[config.mk]
export PLATFORM = sky130hd
export DESIGN_NAME = regfile_mp
export DESIGN_NICKNAME = d
export VERILOG_FILES = /design/src/rtl/regfile_pkg.sv /design/src/rtl/regfile_scoreboard.sv /design/src/rtl/regfile_mp.sv
export SDC_FILE = /design/constraint.sdc
export NUM_CORES = 2
export LEC_CHECK = 0
export BUFFER_PORTS_ARGS = -buffer_cell sky130_fd_sc_hd__buf_2
export CAP_MARGIN = 20
export CORE_AREA = 3 3 372 374
export DETAILED_ROUTE_END_ITERATION = 7
export DIE_AREA = 0 0 375 377
export GPL_ROUTABILITY_DRIVEN = 0
export HOLD_SLACK_MARGIN = 0.1
export PLACE_DENSITY = 0.66
export SKIP_CTS_REPAIR_TIMING = 1
export SLEW_MARGIN = 0
export SYNTH_ARGS = -nofsm -noshare
export SYNTH_HDL_FRONTEND = slang
export SYNTH_HIERARCHICAL = 1
export SYNTH_SLANG_ARGS = --single-unit
[constraint.sdc]
create_clock -name clk -period 34.5 [get_ports clk]
set_input_delay 0 -clock clk [delete_from_list [all_inputs] [get_ports clk]]
set_output_delay 0 -clock clk [all_outputs]
set_load 0.05 [all_outputs]
[src/rtl/regfile_pkg.sv]
// Shared defaults, constants and bus-unpacking helper for the multi-port integer register file.
package regfile_pkg;

  localparam int DATA_W_DEF = 32;
  localparam int ADDR_W_DEF = 5;
  localparam int BUS_MAX    = 512;

  localparam logic [BUS_MAX-1:0] ZERO_WORD = '0;
  localparam logic EN_ON  = 1'b1;
  localparam logic EN_OFF = 1'b0;

  // Extract field idx of width w from a packed bus (zero-extended into BUS_MAX bits).
  function automatic logic [BUS_MAX-1:0] unpack_field(input logic [BUS_MAX-1:0] bus,
                                                      input int unsigned idx,
                                                      input int unsigned w);
    logic [BUS_MAX-1:0] mask;
    mask = (BUS_MAX'(1) << w) - BUS_MAX'(1);
    return (bus >> (idx * w)) & mask;
  endfunction

endpackage

[src/rtl/regfile_scoreboard.sv]
// Per-register pending bits (set at issue, cleared at write-back, flushed in bulk) and their count.
module regfile_scoreboard
  import regfile_pkg::*;
#(
  parameter int ADDR_W = ADDR_W_DEF
) (
  input  logic                     clk,
  input  logic                     rst,
  input  logic                     iss_en,
  input  logic [ADDR_W-1:0]        iss_addr,
  input  logic                     flush,
  input  logic                     we0,
  input  logic [ADDR_W-1:0]        waddr0,
  input  logic                     wclr0,
  input  logic                     we1,
  input  logic [ADDR_W-1:0]        waddr1,
  input  logic                     wclr1,
  output logic [(1<<ADDR_W)-1:0]   pend,
  output logic [ADDR_W:0]          pend_cnt
);

  localparam int NUM_REGS = 1 << ADDR_W;

  logic [NUM_REGS-1:0] pend_nxt;
  logic [ADDR_W:0]     cnt_nxt;

  // Register 0 is skipped so it can never become pending or be counted.
  always_comb begin
    pend_nxt = '0;
    cnt_nxt  = '0;
    for (int r = 1; r < NUM_REGS; r++) begin
      if (flush == EN_ON)
        pend_nxt[r] = 1'b0;
      else if (iss_en == EN_ON && iss_addr == ADDR_W'(r))
        pend_nxt[r] = 1'b1;
      else if ((we0 == EN_ON && wclr0 == EN_ON && waddr0 == ADDR_W'(r)) ||
               (we1 == EN_ON && wclr1 == EN_ON && waddr1 == ADDR_W'(r)))
        pend_nxt[r] = 1'b0;
      else
        pend_nxt[r] = pend[r];
      cnt_nxt = cnt_nxt + (ADDR_W+1)'(pend_nxt[r]);
    end
  end

  always_ff @(posedge clk or posedge rst) begin
    if (rst) begin
      pend     <= '0;
      pend_cnt <= '0;
    end else begin
      pend     <= pend_nxt;
      pend_cnt <= cnt_nxt;
    end
  end

endmodule

[src/rtl/regfile_mp.sv]
// Integer register file: two write-back ports, RD_PORTS bypassed read ports, pending scoreboard.
module regfile_mp
  import regfile_pkg::*;
#(
  parameter int DATA_W   = DATA_W_DEF,
  parameter int ADDR_W   = ADDR_W_DEF,
  parameter int RD_PORTS = 2
) (
  input  logic                         clk,
  input  logic                         rst,
  input  logic                         we0,
  input  logic [ADDR_W-1:0]            waddr0,
  input  logic [DATA_W-1:0]            wdata0,
  input  logic                         wclr0,
  input  logic                         we1,
  input  logic [ADDR_W-1:0]            waddr1,
  input  logic [DATA_W-1:0]            wdata1,
  input  logic                         wclr1,
  input  logic [RD_PORTS-1:0]          re,
  input  logic [RD_PORTS*ADDR_W-1:0]   raddr,
  output logic [RD_PORTS*DATA_W-1:0]   rdata,
  output logic [RD_PORTS-1:0]          rbusy,
  input  logic                         iss_en,
  input  logic [ADDR_W-1:0]            iss_addr,
  input  logic                         flush,
  output logic [ADDR_W:0]              pend_cnt
);

  localparam int NUM_REGS = 1 << ADDR_W;

  logic [DATA_W-1:0]   regs [NUM_REGS];
  logic [NUM_REGS-1:0] pend;

  regfile_scoreboard #(.ADDR_W(ADDR_W)) u_sb (
    .clk      (clk),
    .rst      (rst),
    .iss_en   (iss_en),
    .iss_addr (iss_addr),
    .flush    (flush),
    .we0      (we0),
    .waddr0   (waddr0),
    .wclr0    (wclr0),
    .we1      (we1),
    .waddr1   (waddr1),
    .wclr1    (wclr1),
    .pend     (pend),
    .pend_cnt (pend_cnt)
  );

  // Port 1 is written last so it wins a same-address conflict.
  always_ff @(posedge clk or posedge rst) begin
    if (rst) begin
      for (int r = 0; r < NUM_REGS; r++) regs[r] <= DATA_W'(ZERO_WORD);
    end else begin
      if (we0 == EN_ON && waddr0 != '0) regs[waddr0] <= wdata0;
      if (we1 == EN_ON && waddr1 != '0) regs[waddr1] <= wdata1;
    end
  end

  for (genvar i = 0; i < RD_PORTS; i++) begin : g_rd
    logic [ADDR_W-1:0] ra;
    logic [DATA_W-1:0] rd;
    logic              bsy;
    logic              clr0;
    logic              clr1;

    assign ra   = ADDR_W'(unpack_field(BUS_MAX'(raddr), i, ADDR_W));
    assign clr0 = we0 & wclr0 & (waddr0 == ra);
    assign clr1 = we1 & wclr1 & (waddr1 == ra);

    // Bypass order mirrors write priority: port 1 data beats port 0 beats storage.
    always_comb begin
      rd  = DATA_W'(ZERO_WORD);
      bsy = EN_OFF;
      if (!rst && re[i] == EN_ON && ra != '0) begin
        if (we1 == EN_ON && waddr1 == ra)
          rd = wdata1;
        else if (we0 == EN_ON && waddr0 == ra)
          rd = wdata0;
        else
          rd = regs[ra];
        bsy = pend[ra] & ~clr0 & ~clr1;
      end
    end

    assign rdata[i*DATA_W +: DATA_W] = rd;
    assign rbusy[i]                  = bsy;
  end

endmodule
* Yosys cells after proc, flatten, opt, wreduce, memory -nomap -nowiden
Index checks and enable logic that the tools add are counted.
** Cells by class
- Bitwise logic cells :: 18
- Div/mod/pow operators :: 0
- Reductions and logical operators :: 143
- $add $sub $neg :: 30
- Equality and inequality tests :: 97
- Shifts and indexed selects :: 0
- Multipliers :: 0
- Muxes and demuxes :: 119
- Order comparisons :: 8
** Operator list (number)
- 1024-bit bitwise mux :: 2
- 1024-bit 2-to-1 mux :: 2
- 32-bit 2-to-1 mux :: 12
- 32-bit binary-select mux with 5-bit select :: 2
- 32-bit demux with 5-bit select :: 2
- 5-bit == test (second input constant) :: 48
- 6-bit by 1-bit adder with 6-bit output :: 29
- 5-bit by 4-bit == test with 1-bit output (second input constant) :: 24
- 1-bit logical AND :: 107
- 1-bit 2-to-1 mux :: 97
- 5-bit by 3-bit == test with 1-bit output (second input constant) :: 12
- 1-bit logical OR :: 31
- 5-bit by 2-bit == test with 1-bit output (second input constant) :: 6
- 6-bit >= comparator (second input constant) :: 4
- 5-bit NOT with 6-bit output :: 4
- 5-bit == test :: 4
- 5-bit nonzero test :: 4
- 5-bit by 1-bit == test with 1-bit output (second input constant) :: 3
- 5-bit by 6-bit less-than comparator with 1-bit output (second input constant) :: 2
- 6-bit by 1-bit less-than comparator with 1-bit output (second input constant) :: 2
- 1-bit bitwise AND :: 10
- 1-bit binary-select mux with 5-bit select :: 2
- 1-bit NOT :: 4
- 1-bit by 1-bit adder with 2-bit output :: 1
- 1-bit logical NOT :: 1
** Storage, ports and cells
- Bits in latches :: 0
- Bits in writable memories :: 0
- Bits in read-only memories :: 0
- Logic and storage cells :: 449
- Output and inout bits :: 72
- Memories kept :: 0
- Register bits :: 1061

* Logic depth before layout (Yosys ltp)
- Word-level depth :: 36
- Depth in mapped cells :: 21
- Depth with buffers taken out :: 19

* Modules after synthesis
Netlist, hierarchy kept.
** Modules (own cells, without submodules)
- regfile_mp :: seq. area each 25624.6 um2, area each 65475.3 um2, cells an instance 6609, instances 1
- regfile_scoreboard :: seq. area each 925.9 um2, area each 3323.2 um2, cells an instance 334, instances 1

* Worst setup path before layout
OpenSTA, ideal clock, no wires.
- Path type :: input to output
- Start :: input rst
- End :: output rdata[32]
- Data required time :: 34.500 ns
- Stages on the path :: 6
- Path buffers :: 1
- Setup slack :: 8.847 ns
- Arrival time :: 25.653 ns
- Cell sequence :: inv_1 > o211ai_1 > a31oi_1 > clkbuf_1 > o21ai_0 > o2bb2ai_1
** Between the ends
- Cells in the longest elaborated chain, start to end :: 4
** Ends and longest elaborated chain
- start, declared :: line regfile_mp.sv:10 : input logic rst,
- 1-bit logical NOT (no source line)
- 1-bit logical AND (2 in series) :: line regfile_mp.sv:75 : if (!rst && re[i] == EN_ON && ra != '0) begin
- 32-bit 2-to-1 mux :: line regfile_mp.sv:75
- end, declared :: line regfile_mp.sv:21 : output logic [RD_PORTS*DATA_W-1:0] rdata,
No other way between the ends.

* Worst setup path in the final report
- Start :: input iss_addr[4]
- End :: register u_sb.pend_cnt[4]
** Between the ends
- Cells in the longest elaborated chain, start to end :: 34
- Elaborated cells between the ends (all ways) :: 154
** Ends and longest elaborated chain
- start, declared :: line regfile_mp.sv:24 : input logic [ADDR_W-1:0] iss_addr,
- 5-bit by 1-bit == test with 1-bit output :: line regfile_scoreboard.sv:34 : else if (iss_en == EN_ON && iss_addr == ADDR_W'(r))
- 1-bit logical AND :: line regfile_scoreboard.sv:34
- 1-bit 2-to-1 mux :: line regfile_scoreboard.sv:34
- 1-bit 2-to-1 mux :: line regfile_scoreboard.sv:32 : if (flush == EN_ON)
- named net u_sb.pend_nxt[1] :: line regfile_scoreboard.sv:24 : logic [NUM_REGS-1:0] pend_nxt;
- 1-bit by 1-bit adder with 2-bit output :: line regfile_scoreboard.sv:41 : cnt_nxt = cnt_nxt + (ADDR_W+1)'(pend_nxt[r]);
- 6-bit by 1-bit adder with 6-bit output (29 in series) :: line regfile_scoreboard.sv:41
- named net u_sb.cnt_nxt[4] :: line regfile_scoreboard.sv:25 : logic [ADDR_W:0] cnt_nxt;
- end signal, assigned :: line regfile_scoreboard.sv:51 : pend_cnt <= cnt_nxt;
- end, declared :: line regfile_scoreboard.sv:19 : output logic [ADDR_W:0] pend_cnt
The timed path passes the listed nets, and every way through them passes these cells.

==> run summary <==
The layout has 11700 filler cells. The internal portion of the total power is 2.83 mW. The worst setup skew after layout came out at roughly 0.0073 ns.

The flow ran to the end, but the final reports show violations. The critical path required time is 35.15 ns. The H-tree generated during clock tree synthesis spans 3 levels. The share of final-layout standard cells stronger than drive strength 1 is 12.8%.

TritonCTS built the clock tree. For the final routed database, the setup TNS stands at 0 ns. STA classifies the critical path startpoint as an input port. The reported leakage power is 32.7 nW. The maximum frequency from static timing analysis came out at 0.153 GHz. The highest ir drop seen on vdd is 0.0468 mV.

The areal power density over the cells is about 55 mW/mm^2. The path class of the tightest hold or removal check is input port to flop. The final wirelength came out at 278000 um. The share of Yosys cell area claimed by the top area cell type came out at 38.6%.

The clock slew at the register clock pins of the worst setup and hold paths is around 0.06 ns. The final reports fail on DRC. The post-route fraction of the period consumed by the critical path came out at 18.9%.

In the post-synthesis netlist, the biggest area contributors are dfrtp_1 (39%), mux2i_1 (21%), mux4_2 (8.2%), a21oi_1 (3.8%), nor2_1 (3.3%). The average instance area after synthesis is 9.91 um^2. The count of mapped cells out of synthesis came out at 6943. The area enclosed by the die boundary came out at 0.141 mm^2.

The final number of setup-violating endpoints came out at 0. The boundary pin count is 171. The final worst-path setup slack is between 20 and 30 ns. In the layout the commonest cells are mux2i_1 (1467), dfrtp_1 (1061), nor2_1 (580). The setup path with the least slack is of type input port to flop. The count of input and output buffers is 170. Sequential cells burn 43.8% of the power. The detailed router's first-iteration violation count is 8908. The floorplan has 135 rows. The net switching fraction of the power came out at 32.0%.

The launching point of the worst reg2reg path is u_sb/pend[1]. In the final design database the tool counted 6748 nets. The final-report max-slew violation count is 0.

The number of register bits inferred by synthesis came out at 1061. The final global-route overflow total is 0. The insertion delay of the later-clocked pin in the worst-skew pair came out at 0.74 ns. The final-report hold violation count came out at 0.

The worst-case setup slack after placement came out at about 28 ns. The floorplan core area is 0.135 mm^2. The buffer cell driving the clock tree root is clkbuf_16. The number of global-route vias before repair is 56700. The tightest slew margin relative to the limit came out at 12.4%. At the worst endpoint, the arrival time is roughly 7.2 ns. The number of synthesized flops with an enable pin is 0.

The vias per cell came out at 7.05. Across all layers, the routed design uses approximately 60000 vias. For hold timing, the worst endpoint is u_sb/pend[26]. The detailed placer's ending HPWL came out at 151000 um.

Setup repair after global routing left no endpoint under its margin. The first-pass GRT wire length came out at 399000 um. The post-detailed-route DRC marker count is 8. The final critical path time including I/O delays and setup is around 6.5 ns.

The net switching power came out at 1.33 mW. The total routing resource utilization after global routing is about two fifths. The register-to-register setup slack is roughly 28 ns. The share of total power in the clock network came out at 32.4%.

The initial antenna violation count was 17. Of the synthesized area, sequential elements account for about two fifths. The count of yosys warnings during synthesis came out at 6. Synthesis produced a netlist with a net count of ~7100. The cell area after technology mapping came out at 0.0688 mm^2. The initial core utilization is between 50% and 60%. The post-route antenna net violation count came out at 0. The wire length per cell after detailed routing came out at 32.6 um. In the synthesized netlist the async set-or-reset flop fraction comes to 100%. Counting every sink on the clock net gives 1061. The leading area contributor after synthesis is dfrtp_1. The transition time at the pin with the least slew margin came out at ~1.3 ns.

The number of maximum-capacitance violations is 0. The relative area change from synthesis to final layout is 9.24%. Measured along the y axis, the die boundary spans 377 um.

The maximum fanout count along the critical path came out at 8. The first detailed-routing pass took 8 iterations. The number of cells on the worst reg-to-reg path is 17. The distinct cell type count after synthesis is 83. The startpoint of the tightest hold check path is waddr0[1].

The die extent in x came out at 375 um. The maximum number of buffers from clock root to sink is 3. In this run, CTS created clock tree buffers numbering about 120. The end of the worst register-to-register path is u_sb/pend_cnt[4]. The most used flip-flop cell after synthesis is dfrtp_1. Entering global routing, the biggest net connects 172 pins.

STA classifies the critical path endpoint as a flop. The worst hold path cell count is 4. The most common cell after layout, fill and taps aside is mux2i_1. The portion of total power attributed to combinational logic is between 20% and 30%.
==> worst max path at each step <==
stage,end,startpoint
floorplan,regs[0],rst
global placement,u_sb/pend_cnt[4],we0
detailed placement,u_sb/pend_cnt[4],we0
CTS,u_sb/pend_cnt[4],u_sb/pend[1]
global route,u_sb/pend_cnt[4],iss_addr[4]
finish,u_sb/pend_cnt[4],iss_addr[4]
==> state kept, by name (all words and copies together) (netlist names) <==
| register | cells |
|---|---|
| u_sb/pend | 31 |
| regs | 1024 |
| u_sb/pend_cnt | 6 |
==> power groups by stage <==
stage,logic (mW),registers [mW],clock network [mW]
after floorplan,0.761,1.74,0
after global placement,0.917,1.80,0
after detailed placement,0.949,1.82,0
after CTS,0.950,1.80,1.35
after global routing,1.08,1.85,1.40
final,0.991,1.82,1.35
==> worst max-delay path: stages <==
cell and delay [ns]:
dlygate4sd3_1 0.54, buf_2 0.14, nand2b_1 0.28, or3_1 0.37
dlygate4sd3_1 0.58, o32ai_1 0.26, fa_1 0.52, ha_1 0.29
inv_1 0.05, fa_1 0.47, fa_1 0.53, fa_1 0.43
fa_1 0.48, fa_1 0.49, inv_1 0.05, fa_1 0.43
ha_1 0.25, fa_1 0.47, a21o_1 0.19, a21oi_1 0.18
xnor2_1 0.13
==> Yosys cell counts (all sizes together) (33+ instances only) <==
| library cell | n |
|---|---|
| mux2i | 1467 |
| dfrtp | 1061 |
| nor2 | 615 |
| nand2 | 576 |
| clkbuf | 565 |
| o21ai | 544 |
| a21oi | 517 |
| buf | 319 |
| mux4 | 250 |
| o22ai | 169 |
| a32oi | 98 |
| a22oi | 64 |
| a22o | 63 |
| a211o | 62 |
| nand3 | 55 |
| nor4 | 41 |
| o211ai | 35 |
| a31oi | 33 |
| and4 | 33 |
==> layout make-up <==
| class | count | area [um^2] | area share [%] |
|---|---|---|---|
| multi-input cells | 4976 | 38800 | 51.6 |
| flip-flops and latches | 1061 | 26600 | 35.3 |
| clock buffers | 174 | 3550 | 4.72 |
| repair buffers | 432 | 3390 | 4.51 |
| well taps | 1781 | 2230 | 2.97 |
| clock inverters | 43 | 534 | 0.711 |
| inverters | 22 | 90.1 | 0.120 |
| diodes | 18 | 45.0 | 0.0599 |
==> per-stage QoR <==
stage          cells  utilization (%)  total power, mW  hold slack [ns]  area, um^2
2_1_floorplan   6943                -             2.51            0.180       68800
3_3_place_gp    8133             51.4             2.72            0.209       69500
3_5_place_dp    8133             51.4             2.77            0.216       69500
4_1_cts         8350             54.4             4.10           -0.559       73600
5_1_grt         8490             55.5             4.32            0.110       75100
6_report        8507             55.5             4.16           0.0502       75200
==> per-layer routing <==
layer / track usage [%] / vias up / wire (um)
li1: - / 24800 / -
met1: 49.6 / 29400 / 105000
met2: 55.1 / 4677 / 118000
met3: 13.5 / 1099 / 36300
met4: 21.8 / 12 / 17800
met5: 0.309 / - / 127
==> cell families after synthesis <==
family          share of synthesized area, %
xor+xnor                               0.304
other cells                          0.00545
compound gates                          15.4
mux                                     29.5
simple gates                            9.37
buf+inv                                 5.87
flops                                   38.6
fa+ha+maj                              0.935
(Power assumes the default switching activity.)
